<file path="src/rtl/branch_predictor.sv">
// Direct-mapped branch target buffer with 2-bit saturating direction counters.
// One-cycle registered lookup, write-first bypass from the execute-stage update port.
module branch_predictor #(
    parameter int         ENTRIES   = 16,
    parameter logic [1:0] CTR_ALLOC = 2'b10
) (
    input  logic        clk,
    input  logic        rst,
    input  logic [31:0] if_pc,
    input  logic        if_stall,
    output logic        pred_hit,
    output logic        pred_taken,
    output logic [31:0] pred_target,
    input  logic        upd_valid,
    input  logic [31:0] upd_pc,
    input  logic        upd_taken,
    input  logic [31:0] upd_target,
    input  logic        upd_mispred,
    output logic [31:0] br_count,
    output logic [31:0] mispred_count
);

    localparam int IDXW = $clog2(ENTRIES);
    localparam int TAGW = 30 - IDXW;

    logic            r_valid [ENTRIES];
    logic [TAGW-1:0] r_tag   [ENTRIES];
    logic [1:0]      r_ctr   [ENTRIES];
    logic [29:0]     r_tgt   [ENTRIES];

    logic        r_pred_hit;
    logic        r_pred_taken;
    logic [31:0] r_pred_target;
    logic [31:0] r_br_count;
    logic [31:0] r_mispred_count;

    logic [IDXW-1:0] w_lk_idx;
    logic [TAGW-1:0] w_lk_tag;
    logic [IDXW-1:0] w_upd_idx;
    logic [TAGW-1:0] w_upd_tag;
    logic            w_upd_hit;
    logic            w_we;
    logic [1:0]      w_new_ctr;
    logic [29:0]     w_new_tgt;
    logic            w_byp;
    logic            w_lk_valid;
    logic [TAGW-1:0] w_lk_tagv;
    logic [1:0]      w_lk_ctr;
    logic [29:0]     w_lk_tgt;
    logic            w_lk_hit;
    logic            w_unused;

    function automatic logic [1:0] ctr_step(input logic [1:0] c, input logic up);
        logic [1:0] n;
        n = c;
        if (up) begin
            if (c != 2'b11) n = c + 2'b01;
        end else begin
            if (c != 2'b00) n = c - 2'b01;
        end
        return n;
    endfunction

    assign w_lk_idx  = if_pc[IDXW+1:2];
    assign w_lk_tag  = if_pc[31:IDXW+2];
    assign w_upd_idx = upd_pc[IDXW+1:2];
    assign w_upd_tag = upd_pc[31:IDXW+2];
    assign w_upd_hit = r_valid[w_upd_idx] && (r_tag[w_upd_idx] == w_upd_tag);
    assign w_unused  = ^{if_pc[1:0], upd_pc[1:0], upd_target[1:0]};

    // Post-update contents of the entry addressed by the update port
    always_comb begin
        w_we      = 1'b0;
        w_new_ctr = r_ctr[w_upd_idx];
        w_new_tgt = r_tgt[w_upd_idx];
        if (upd_valid) begin
            if (w_upd_hit) begin
                w_we      = 1'b1;
                w_new_ctr = ctr_step(r_ctr[w_upd_idx], upd_taken);
                if (upd_taken) w_new_tgt = upd_target[31:2];
            end else if (upd_taken) begin
                w_we      = 1'b1;
                w_new_ctr = CTR_ALLOC;
                w_new_tgt = upd_target[31:2];
            end
        end
    end

    always_comb begin
        w_byp      = w_we && (w_lk_idx == w_upd_idx);
        w_lk_valid = w_byp ? 1'b1      : r_valid[w_lk_idx];
        w_lk_tagv  = w_byp ? w_upd_tag : r_tag[w_lk_idx];
        w_lk_ctr   = w_byp ? w_new_ctr : r_ctr[w_lk_idx];
        w_lk_tgt   = w_byp ? w_new_tgt : r_tgt[w_lk_idx];
        w_lk_hit   = w_lk_valid && (w_lk_tagv == w_lk_tag);
    end

    always_ff @(posedge clk) begin
        if (!rst) begin
            for (int i = 0; i < ENTRIES; i++) begin
                r_valid[i] <= 1'b0;
                r_tag[i]   <= '0;
                r_ctr[i]   <= 2'b00;
                r_tgt[i]   <= '0;
            end
            r_pred_hit      <= 1'b0;
            r_pred_taken    <= 1'b0;
            r_pred_target   <= '0;
            r_br_count      <= '0;
            r_mispred_count <= '0;
        end else begin
            if (w_we) begin
                r_valid[w_upd_idx] <= 1'b1;
                r_tag[w_upd_idx]   <= w_upd_tag;
                r_ctr[w_upd_idx]   <= w_new_ctr;
                r_tgt[w_upd_idx]   <= w_new_tgt;
            end
            if (!if_stall) begin
                r_pred_hit    <= w_lk_hit;
                r_pred_taken  <= w_lk_hit && w_lk_ctr[1];
                r_pred_target <= w_lk_hit ? {w_lk_tgt, 2'b00} : 32'h0;
            end
            if (upd_valid) begin
                r_br_count <= r_br_count + 32'd1;
                if (upd_mispred) r_mispred_count <= r_mispred_count + 32'd1;
            end
        end
    end

    assign pred_hit      = r_pred_hit;
    assign pred_taken    = r_pred_taken;
    assign pred_target   = r_pred_target;
    assign br_count      = r_br_count;
    assign mispred_count = r_mispred_count;

endmodule

</file>
<file path="config.mk">
export PLATFORM = sky130hd
export DESIGN_NAME = branch_predictor
export DESIGN_NICKNAME = d
export VERILOG_FILES = /design/src/rtl/branch_predictor.sv
export SDC_FILE = /design/constraint.sdc
export NUM_CORES = 2
export LEC_CHECK = 0
export ABC_AREA = 1
export CORE_MARGIN = 2
export CORE_UTILIZATION = 54
export CTS_CLUSTER_SIZE = 28
export DETAILED_ROUTE_END_ITERATION = 7
export PLACE_DENSITY = 0.72
export SLEW_MARGIN = 20
export SYNTH_ARGS = -nofsm -noshare
export SYNTH_HDL_FRONTEND = slang
export SYNTH_SLANG_ARGS = --single-unit
</file>
<file path="constraint.sdc">
create_clock -name clk -period 11.9 [get_ports clk]
set_clock_uncertainty 0.1 [all_clocks]
set_input_delay 1.19 -clock clk [delete_from_list [all_inputs] [get_ports clk]]
set_output_delay 1.19 -clock clk [all_outputs]
set_load 0.05 [all_outputs]
</file>
Word level (Yosys, flattened, before mapping) --
Memories as Yosys holds them, arrays and structs flattened. Index checks and enable logic that the tools add are counted.
Cells by class: add/sub/neg operators 4, equality and inequality tests 4, multiplexer cells 32, reductions and logical operators 10
Operators by type and width (count):
- two-way mux 30 bit | 4
- adder 32 x 1 -> 32 bit, second input constant | 2
- == test 26 bit | 2
- two-way mux 26 bit | 2
- two-way mux 32 bit | 1
- OR reduction 30 bit | 1
- OR reduction 26 bit | 1
- two-way mux 2 bit | 8
- two-way mux 4 bit | 4
- two-way mux 1 bit | 13
- == test 4 bit | 1
- logical AND 1 bit | 4
- adder 2 x 1 -> 2 bit, second input constant | 1
- != test 2 bit, second input constant | 1
- AND reduction 2 bit | 1
- nonzero test 2 bit | 1
- OR reduction 2 bit | 1
- subtractor 2 x 1 -> 2 bit, second input constant | 1
- OR reduction 1 bit | 1
Storage, ports and cells: register bits after elaboration 98, memory bits (writable) 944, input bits 102, output and inout port bits 98, word-level logic and storage cells 59, memories kept 4
Memory list:
- r_tgt | depth 16, bits a word 30, read ports 2, clocked after memory_dff 0, write ports 16, RTL line 29 | logic [29:0] r_tgt [ENTRIES];
- r_tag | depth 16, bits a word 26, read ports 2, clocked after memory_dff 0, write ports 16, RTL line 27 | logic [TAGW-1:0] r_tag [ENTRIES];
- r_ctr | depth 16, bits a word 2, read ports 2, clocked after memory_dff 0, write ports 16, RTL line 28 | logic [1:0] r_ctr [ENTRIES];
- r_valid | depth 16, bits a word 1, read ports 2, clocked after memory_dff 0, write ports 16, RTL line 26 | logic r_valid [ENTRIES];

Logic depth before layout (Yosys ltp) --
An unclocked memory read counts as a cell.
depth after elaboration 10, depth in mapped cells 31, gate-level depth less buffers 27

Least setup slack after synthesis --
Ideal clock, no wire load.
path type in2reg, start point input port upd_pc[2], end point memory r_ctr[12][0] (enable), library setup time 417 ps, arrival time 4860 ps, data required time 11383 ps, path slack 6523 ps, stages 23, path buffers 6, path through buf_4 > buf_6 > buf_6 > buf_6 > nand2_1 > o21ai_1 > nand2_1 > nand3_1 > nand2_1 > nand2_1 > nor2_1 > nand2_1 > nand2_1 > nand2_1 > nor2_1 > nand3_1 > o21bai_2 > buf_2 > nand2_1 > nor3_1 > nand2_1 > clkbuf_1 > nand2_1
RTL lines:
- start, declared | RTL line 15 | input logic [31:0] upd_pc,
- end, declared | RTL line 28

==> key figures <==
Outcome
  • Outcome: finished clean

Setup path
  • Worst Reg-to-Reg Cells: 19
  • Worst path required time: 12120 ps
  • CP max stage cell: nor3_1
  • Crit path max fanout: 43
  • Worst path most repeated cell: nand2_1
  • Worst setup SP type: input pin
  • CP Cell Sequence: clkdlybuf4s50_1 > nand2_1 > clkinv_2 > buf_4 > nand2_1 > nand2_1 > nor2_1 > nand2_1 > nand2_1 > nor2_1 > nand2_1 > nor2_1 > nand2_1 > o21bai_2 > buf_4 > nand2_1 > nor3_1 > nand2_4 > nand2_4 > buf_4
  • Worst setup path class: in -> reg
  • CP peak stage delay: between 800 and 900 ps
  • Worst Setup End Kind: flip-flop
  • Crit path DAT: 8650 ps

Clock network
  • Hold_buf cts: 0
  • Clk slew on worst S/H paths: 60 ps
  • CTS Buffer Depth: 3
  • CTS tree: done
  • Htree depth: 3
  • CTS resizes: 0
  • Root buf cell: clkbuf_16
  • Post-CTS setup buffers: 0
  • TritonCTS Sinks: 1040
  • TritonCTS Buffers: 110
  • Clk Latency, worst-skew pair: 720 ps

Global route
  • Number of global-route vias before repair: approximately 47000
  • First-pass GRT wire length: around 290000 microns
  • Grt ovf: 0
  • Grt peak-use layer: met2
  • Largest net degree at the start of global routing: 253
  • Global Route Usage Sum: between 30% and 40%
  • Met1 Track Usage GR: 46.7%
  • GR Util met2: between 50% and 60%
  • Met3 track demand over resource: 7.53%
  • Initial antenna violation count: 3

Min path
  • Worst hold path depth: 2
  • Worst Hold Class: reg -> reg

Pwr
  • Switching pwr: 2.33 mW
  • Cell Int Power: 6.33 mW
  • Sequential Power Share: 48.3%
  • Power density over cell area: 141 nW/um^2
  • Clock network power share: 39.1%
  • Switching fraction of total power: 26.9%
  • Combinational share of power: 12.6%
  • Worst VDD drop: 0.115 mV
  • LEAKAGE: between 20 and 25 nW

Cells and area
  • Share of cells above drive strength 1: roughly 5.7%
  • Area delta synth->final: 10.9%
  • Fill cells: 8661
  • Most common cell after layout, fill and taps aside: nand2_1
  • # nets final: 6649
  • Commonest cells after routing, fill and taps aside: nand2_1 (1407), nor2_1 (1091), edfxtp_1 (928)

STA
  • Fin crit period: 8440 ps
  • Slew @ Worst Pin: 1240 ps
  • Setup TNS: 0 ps
  • Hold Violations, Final: 0
  • Fin. max-slew vios: 0
  • Hold slack: 356 ps
  • # setup viols final: 0
  • RSZ-0062 raised after global routing: false
  • Final Cycle Share: 70.9%
  • Fmax: 119 MHz
  • Slew HR: about 17%

Place
  • Port bufs: 191
  • Placer Congestion: 0.883
  • Post-DP HPWL: between 100000 and 150000 microns

Flow run
  • Number of max-cap violations: 0

Synth
  • Sequential share of the synthesized area: 54.4%
  • Mean area per synthesized cell: 8.30 sq um
  • Yosys top cell area share: 50.3%
  • Distinct cells, synth: 50
  • Number of synthesized flops with an enable pin: 928
  • Ys flop type: edfxtp_1
  • Top post-synthesis cells by area: edfxtp_1 (50%), nand2_1 (9.8%), nor2_1 (7.4%)
  • Cells after Synth: 6676
  • Synth warn: 0
  • Seq cells post-synth: 1040
  • Leading area contributor after synthesis: edfxtp_1
  • Async S/R FF share, synth: 0%
  • Synth Cell Area: around 55000 sq um

Route
  • Initial drt markers: 8180
  • Initial DRT Pass Iterations: 8
  • Routed wire length: 196000 microns
  • DR WL/cell: 24.5 microns
  • Routed vias: 50600
  • Detail Route Antenna Nets: 0
  • DRC viols: 0
  • Vias/cell: around 6.3

Floorplan
  • Starting density of the core: between 50% and 60%
  • Die Area: ~110000 sq um
  • I/O pins: 200
  • Core region area: about 100000 sq um
  • Die X: 324 microns
  • Die Ht: 324 microns
  • Row count: 117
[through the flow]
step / utilization, % / std cells / setup WS [ps] / area, sq um / power, mW
global route: 60.4 / 8000 / 3430 / 61400 / 8.89
global placement: 56.9 / 7801 / 3100 / 57900 / 5.28
detailed placement: 57.0 / 7801 / 3090 / 57900 / 5.30
floorplan: - / 6677 / 6520 / 55400 / 4.91
finish: 60.4 / 8004 / 3460 / 61400 / 8.66
CTS: 60.4 / 7999 / 3790 / 61400 / 8.62
[registers in the layout, summed over array words and instances, names as in the netlist]
name and count:
r_tgt 480, r_tag 416, br_count 32, mispred_count 32, r_ctr 32, pred_target 30
r_valid 16, pred_hit 1, pred_taken 1
[layer usage]
layer / wire [microns] / vias up
li1: - / 22300
met1: 69300 / 23600
met2: 86900 / 3914
met3: 27500 / 733
met4: 12600 / 2
met5: 13 / -
[Yosys cell counts, drive strengths merged (4+ instances only)]
master	n
a22oi	4
clkbuf	397
o221ai	33
and3	4
edfxtp	928
dfxtp	112
nor2	1097
buf	139
a31o	5
xor2	10
nand3	291
inv	514
nand4	41
o22ai	98
nand2	1444
clkinv	27
a21oi	414
o211ai	170
mux2i	26
mux2	52
o21ai	775
nor3	24
nand3b	7
a31oi	20
nor4	11
a211oi	8
[path summary, 6_finish.rpt]
kind                                                  from                    endpoint  slack [ps]
worst min-delay path                    r_valid[4]$_DFF_P_          r_valid[4]$_DFF_P_         360
worst max-delay path                             upd_pc[4]  r_tgt[0][28]$_SDFFCE_PN0P_        3460
worst min register to register          r_valid[4]$_DFF_P_          r_valid[4]$_DFF_P_         360
worst max register to register  r_tag[13][4]$_SDFFCE_PN0P_  r_tgt[0][28]$_SDFFCE_PN0P_        5680
[power by group through the flow]
stage | Combinational [mW] | Clock [mW] | Sequential (mW)
after floorplan | 0.663 | 0 | 4.25
after global placement | 1.03 | 0 | 4.25
after detailed placement | 1.04 | 0 | 4.26
after CTS | 1.05 | 3.39 | 4.18
after global routing | 1.16 | 3.53 | 4.20
final | 1.09 | 3.39 | 4.18
[logic make-up after synthesis]
kind of cell               Yosys count  synth area share [%]
buffers and inverters             1077                  7.57
DFF                               1040                  54.4
other                                1               0.00677
and+or+nand+nor                   2922                  20.9
xor gates and xnor gates            13                 0.206
AOI/OAI and AO/OA                 1543                  15.4
adders and majority gates            2                0.0452
muxes                               78                  1.53
[critical path, delay by kind of cell]
family	cells	cell delay, ps
simple gates	14	3970
buf+inv	5	3180
compound gates	1	220
[area by class of cell]
type | instances | area, sq um | area share [%]
Tap cell | 1368 | 1710 | 2.79
Clock inverter | 47 | 420 | 0.684
Sequential cell | 1040 | 30100 | 49.0
Antenna cell | 5 | 12.5 | 0.0204
Clock buffer | 151 | 3040 | 4.95
Multi-Input combinational cell | 4560 | 21400 | 34.9
Inverter | 541 | 2050 | 3.33
Timing Repair Buffer | 292 | 2690 | 4.37
Note: power is estimated with default switching activity, not from simulation.
